==> src/rtl/add_seq_ctrl.sv <==
// add_seq_ctrl
//   Multi-cycle wide adder/subtractor. A single 16-bit slice adder (add16pg)
//   is reused over NSLICE cycles, least-significant slice first, with the
//   slice carry chained through a register. The result, carry-out and
//   signed-overflow flag are registered and change only when the last slice
//   completes.
//
//   Ports:
//     clk   in   rising-edge clock
//     rst   in   asynchronous active-high reset
//     start in   request, sampled when busy=0 (IDLE or DONE)
//     sub   in   0: s = a + b + cin, 1: s = a - b (cin ignored)
//     a, b  in   WIDTH-bit operands, sampled at the accepting edge
//     cin   in   carry-in for add, sampled at the accepting edge
//     busy  out  operation in progress
//     done  out  one-cycle pulse, s/cout/ovf hold the new result
//     s     out  WIDTH-bit result register
//     cout  out  carry out of the MSB (1 = no borrow for sub)
//     ovf   out  two's-complement overflow of the result

// 16-bit slice adder with group propagate/generate outputs.
// Slice carry-out for a given carry-in is gg_o | (pg_o & ci_i).
module add16pg (
  input  logic [15:0] a_i,
  input  logic [15:0] b_i,
  input  logic        ci_i,
  output logic [15:0] s_o,
  output logic        pg_o,
  output logic        gg_o
);
  logic [16:0] raw;

  // Generate is the carry the slice produces on its own (carry-in 0);
  // propagate means every bit position passes an incoming carry through.
  assign raw  = {1'b0, a_i} + {1'b0, b_i};
  assign gg_o = raw[16];
  assign pg_o = &(a_i ^ b_i);
  assign s_o  = a_i + b_i + {15'd0, ci_i};
endmodule

module add_seq_ctrl #(
  parameter int NSLICE = 2
) (
  input  logic                 clk,
  input  logic                 rst,
  input  logic                 start,
  input  logic                 sub,
  input  logic [16*NSLICE-1:0] a,
  input  logic [16*NSLICE-1:0] b,
  input  logic                 cin,
  output logic                 busy,
  output logic                 done,
  output logic [16*NSLICE-1:0] s,
  output logic                 cout,
  output logic                 ovf
);
  localparam int WIDTH = 16 * NSLICE;
  localparam int IDXW  = (NSLICE > 1) ? $clog2(NSLICE) : 1;

  typedef enum logic [1:0] {
    IDLE = 2'd0,
    RUN  = 2'd1,
    DONE = 2'd2
  } state_t;

  state_t             state_q, state_d;
  logic [WIDTH-1:0]   opa_q, opa_d;
  logic [WIDTH-1:0]   opb_q, opb_d;
  logic               carry_q, carry_d;
  logic [IDXW-1:0]    idx_q, idx_d;
  logic [WIDTH-1:0]   part_q, part_d;
  logic [WIDTH-1:0]   s_q, s_d;
  logic               cout_q, cout_d;
  logic               ovf_q, ovf_d;

  logic [15:0]        sl_a, sl_b, sl_s;
  logic               sl_pg, sl_gg, sl_co;
  logic [WIDTH-1:0]   part_new;
  logic               last;

  // Select the active slice of the working operands.
  always_comb begin
    sl_a = 16'd0;
    sl_b = 16'd0;
    for (int k = 0; k < NSLICE; k++) begin
      if (idx_q == IDXW'(k)) begin
        sl_a = opa_q[16*k +: 16];
        sl_b = opb_q[16*k +: 16];
      end
    end
  end

  add16pg u_slice (
    .a_i  (sl_a),
    .b_i  (sl_b),
    .ci_i (carry_q),
    .s_o  (sl_s),
    .pg_o (sl_pg),
    .gg_o (sl_gg)
  );

  assign sl_co = sl_gg | (sl_pg & carry_q);
  assign last  = (idx_q == IDXW'(NSLICE - 1));

  // Partial sum with the current slice merged in; on the last slice this is
  // the complete result.
  always_comb begin
    part_new = part_q;
    for (int k = 0; k < NSLICE; k++) begin
      if (idx_q == IDXW'(k)) begin
        part_new[16*k +: 16] = sl_s;
      end
    end
  end

  always_comb begin
    state_d = state_q;
    opa_d   = opa_q;
    opb_d   = opb_q;
    carry_d = carry_q;
    idx_d   = idx_q;
    part_d  = part_q;
    s_d     = s_q;
    cout_d  = cout_q;
    ovf_d   = ovf_q;
    busy    = 1'b0;
    done    = 1'b0;

    unique case (state_q)
      IDLE, DONE: begin
        done = (state_q == DONE);
        if (start) begin
          // Subtraction is a + ~b + 1, so invert B and force the carry-in.
          opa_d   = a;
          opb_d   = sub ? ~b : b;
          carry_d = sub ? 1'b1 : cin;
          idx_d   = '0;
          state_d = RUN;
        end else begin
          state_d = IDLE;
        end
      end
      RUN: begin
        busy    = 1'b1;
        part_d  = part_new;
        carry_d = sl_co;
        if (last) begin
          idx_d   = '0;
          s_d     = part_new;
          cout_d  = sl_co;
          // Overflow = carry out of MSB xor carry into MSB.
          ovf_d   = sl_co ^ (sl_a[15] ^ sl_b[15] ^ sl_s[15]);
          state_d = DONE;
        end else begin
          idx_d   = idx_q + IDXW'(1);
        end
      end
      default: state_d = IDLE;
    endcase
  end

  always_ff @(posedge clk or posedge rst) begin
    if (rst) begin
      state_q <= IDLE;
      carry_q <= 1'b0;
      idx_q   <= '0;
      part_q  <= '0;
      s_q     <= '0;
      cout_q  <= 1'b0;
      ovf_q   <= 1'b0;
    end else begin
      state_q <= state_d;
      carry_q <= carry_d;
      idx_q   <= idx_d;
      part_q  <= part_d;
      s_q     <= s_d;
      cout_q  <= cout_d;
      ovf_q   <= ovf_d;
    end
  end

  // Operand registers are only meaningful after an accept, so they carry
  // no reset.
  always_ff @(posedge clk) begin
    opa_q <= opa_d;
    opb_q <= opb_d;
  end

  assign s    = s_q;
  assign cout = cout_q;
  assign ovf  = ovf_q;
endmodule

==> config.mk <==
export PLATFORM = sky130hd
export DESIGN_NAME = add_seq_ctrl
export DESIGN_NICKNAME = d
export VERILOG_FILES = /design/src/rtl/add_seq_ctrl.sv
export SDC_FILE = /design/constraint.sdc
export NUM_CORES = 1
export LEC_CHECK = 0
export BUFFER_PORTS_ARGS = -buffer_cell sky130_fd_sc_hd__buf_4
export CAP_MARGIN = 20
export CORE_ASPECT_RATIO = 0.75
export CORE_MARGIN = 2
export CORE_UTILIZATION = 26
export CTS_CLUSTER_SIZE = 14
export DETAILED_ROUTE_END_ITERATION = 7
export MAX_ROUTING_LAYER = met4
export SLEW_MARGIN = 30
export SYNTH_ARGS = -nofsm -noshare
export SYNTH_HDL_FRONTEND = slang
export SYNTH_HIERARCHICAL = 1
export SYNTH_SLANG_ARGS = --single-unit
==> constraint.sdc <==
create_clock -name clk -period 11.3 [get_ports clk]
set_input_delay 2.26 -clock clk [delete_from_list [all_inputs] [get_ports clk]]
set_output_delay 2.26 -clock clk [all_outputs]
set_load 0.005 [all_outputs]
==> summary.md <==
| Metric | Value |
|---|---|
| Gpl congestion | 0.800 |
| Setup Crit Path Kind | flip-flop to flip-flop |
| Post-CTS Resized | 0 |
| Post-Route Setup TNS | 0 ns |
| DRT iter0 DRCs | 187 |
| Peak supply drop | 0.145 mV |
| Post-synth EDFFs | 64 |
| Placed cell count | 828 |
| Syn Inst Count | 454 |
| Power share of the sequential group | 30.2% |
| Die Y | 131 um |
| # setup viols final | 0 |
| Sequential Area | 3270 sq um |
| I/O pins | 105 |
| Wirelength per Cell | 14.9 um |
| First-pass GRT wire length | 20600 um |
| Nets | 646 |
| Post-route setup slack | 7.83 ns |
| Drt pass-1 iters | 4 |
| DRC viols | 0 |
| Footprint of the multi-input gates | 2150 sq um |
| Switch share | 35.3% |
| Via Count | 3600 |
| P_int | 0.00144 W |
| MaxCap Viol Count | 0 |
| Crit path DAT | 3.81 ns |
| Comb power frac | 44.0% |
| Type of origin of the critical path | flip-flop |
| Starting density of the core | 26.4% |
| #FFs+latches synth | 118 |
| Vias in the first global route | 3812 |
| Final ANT Viol Nets | 0 |
| Overall routing resource usage | 12.4% |
| Critical Path Fanout Max | 35 |
| CTS clk-pin slew, worst paths | 0.05 ns |
| Hold_buf cts | 0 |
| Hold slack final | 0.462 ns |
| CORE AREA | 21100 sq um |
| # diodes | 0 |
| WL final | 12800 um |
| Placed wire-length estimate | 9060 um |
| Top FF cell, synth | edfxtp_1 |
| Avg Cell Area, Syn | 12.3 sq um |
| Unique masters post-synth | 43 |
| Area growth syn-to-layout | 29.9% |
| Synth Warn # | 6 |
| Sw Pwr | 0.000786 W |
| Min cycle time layout | 3.47 ns |
| Die Area | 22700 sq um |
| Min-Delay Path Class | flip-flop to flip-flop |
| Pre-CTS setup slack | 7.64 ns |
| Count of pins over their slew limit | 0 |
| Fmax | 289 MHz |
| Synthesized Nets | 541 |
| Buffer depth of the longest clock path | 2 |
| Slew headroom | 42.6% |
| Sequential fraction of the synthesis area | 58.6% |
| Run status | completed |
| Clock power share | 25.8% |
| Required time of the critical path | 11.64 ns |
| TritonCTS buffer count | 17 |
| Final Cycle Share | 30.7% |
| CTS tree | yes |
| Final Non-Filler Cells | 860 |
| Row count | 46 |
| Die width | 173 um |
| Root Driver | clkbuf_16 |
| DR vias/cell | 4.19 |
| Static leakage | 3.17 nW |
| Worst-Margin Slew | 0.862 ns |
| # Post-CTS Setup Buffers | 0 |
| Final hold violation count | 0 |
| Layout cell share with drive strength beyond 1 | 33.9% |
| Filler Cell Count | 2122 |
| Ys async rst share | 45.8% |
| PwrDens | 307 nW/um^2 |
| Gr ovfl total | 0 |
| Cell Area, Synth | 5590 sq um |
| Largest net degree at the start of global routing | 68 |
| Clk_skew | 0.00629 ns |
| H-tree depth | 4 |
| Worst-skew pair later-pin latency | 0.41 ns |
| IO Port Bufs | 104 |
| Worst Setup End Kind | flip-flop |
| RSZ-0062 raised after global routing | false |
| Initial antenna violation count | 0 |
| Clk sinks | 118 |
metal layers:
metal	vias to the layer above	track usage, %	share of wire (%)
met1	1727	16.1	49
li1	1788	-	-
met3	12	3.39	4.5
met2	73	18.5	45
met5	-	-	0
met4	0	4.79	1.2
path summary, 6_finish.rpt:
kind,start,to,slack [ns],cells past startpoint
worst min register to register,part_q[14]$_DFFE_PP0P_,s[14]$_DFFE_PP0P_,0.46,2
worst max register to register,idx_q$_DFFE_PP0P_,ovf$_DFFE_PP0P_,7.83,10
max in group asynchronous,rst,s[17]$_DFFE_PP0P_,8.78,3
worst min-delay path,part_q[14]$_DFFE_PP0P_,s[14]$_DFFE_PP0P_,0.46,2
min in group asynchronous,rst,s[9]$_DFFE_PP0P_,2.04,3
worst max-delay path,idx_q$_DFFE_PP0P_,ovf$_DFFE_PP0P_,7.83,10
layout by cell type (no fill, tap or decap), types with 5 or more instances in the layout:
master and n:
nand2_1 112, buf_4 109, edfxtp_1 64, dfrtp_1 54
mux2_2 47, xor2_1 38, a21oi_1 18, clkbuf_16 17
ha_1 16, o21ai_0 10, a21o_1 7, inv_1 7
nor2_1 6, xnor2_1 6, bufinv_16 5, nand4_1 5
Yosys cell counts, types with 2 or more instances:
| library cell | instances | area share, % |
|---|---|---|
| a311oi_1 | 2 | 0.31 |
| dfrtp_1 | 54 | 24 |
| a21oi_1 | 18 | 1.6 |
| xnor2_1 | 6 | 0.94 |
| nand3_1 | 3 | 0.27 |
| o21ai_0 | 10 | 0.90 |
| mux2_2 | 47 | 9.5 |
| edfxtp_1 | 64 | 34 |
| buf_6 | 4 | 0.81 |
| xor2_1 | 38 | 6.0 |
| and4_1 | 2 | 0.31 |
| clkbuf_1 | 6 | 0.40 |
| nor2_1 | 6 | 0.40 |
| nor2b_1 | 4 | 0.45 |
| o21bai_1 | 2 | 0.27 |
| nand2b_1 | 2 | 0.22 |
| a21oi_4 | 2 | 0.58 |
| o21ai_1 | 2 | 0.18 |
| nand2_1 | 112 | 7.5 |
| fa_1 | 2 | 0.72 |
| buf_2 | 12 | 1.1 |
| a21o_1 | 7 | 0.94 |
| ha_1 | 16 | 3.6 |
| inv_1 | 9 | 0.60 |
| nand4_1 | 5 | 0.56 |
| a211oi_1 | 2 | 0.27 |
stage by stage:
| stage | area (sq um) | power [W] | util [%] |
|---|---|---|---|
| 2_1_floorplan | 5590 | 0.00137 | - |
| 3_3_place_gp | 6640 | 0.00167 | 31.4 |
| 3_5_place_dp | 6640 | 0.00167 | 31.4 |
| 4_1_cts | 7260 | 0.00226 | 34.4 |
| 5_1_grt | 7260 | 0.00239 | 34.4 |
| 6_report | 7260 | 0.00223 | 34.4 |
logic make-up (layout without fill, tap and decap cells):
logic type,after synthesis,after routing,synth area share [%]
mux,48,48,9.74
compound gates,52,52,6.18
simple gates,140,140,10.6
fa+ha+maj,18,18,4.30
flops,118,118,58.6
xor+xnor,46,46,7.59
buf+inv,32,150,3.02
state kept, by name (all words and copies together), names as in the netlist:
signal	cells
carry_q	1
state_q	2
ovf	1
idx_q	1
cout	1
opa_q	32
part_q	16
opb_q	32
s	32
power by group through the flow:
stage | logic [W] | clock network, W | registers, W
5_1_grt | 0.00109 | 0.000610 | 0.000691
2_1_floorplan | 0.000692 | 0 | 0.000676
4_1_cts | 0.00100 | 0.000589 | 0.000675
3_5_place_dp | 0.000993 | 0 | 0.000680
3_3_place_gp | 0.000987 | 0 | 0.000679
6_report | 0.000980 | 0.000575 | 0.000673
final cells by class:
cell class                      instances  area share (%)
Multi-Input combinational cell        304            29.6
Tap cell                              288            4.97
Clock buffer                           21            6.07
Inverter                                9           0.466
Timing Repair Buffer                  109            11.3
Clock inverter                         11            2.48
Sequential cell                       118            45.1
worst max-delay path: stages (launching register included):
cell,delay (ns)
dfrtp_1,0.32
buf_4,0.41
mux2_2,0.40
ha_1,0.48
nand4_1,0.19
a211oi_1,0.43
nor2_1,0.12
o21ai_0,0.23
xor2_1,0.27
xnor3_1,0.43
o21ai_1,0.11
No activity file was read; power rests on OpenSTA's default activity.
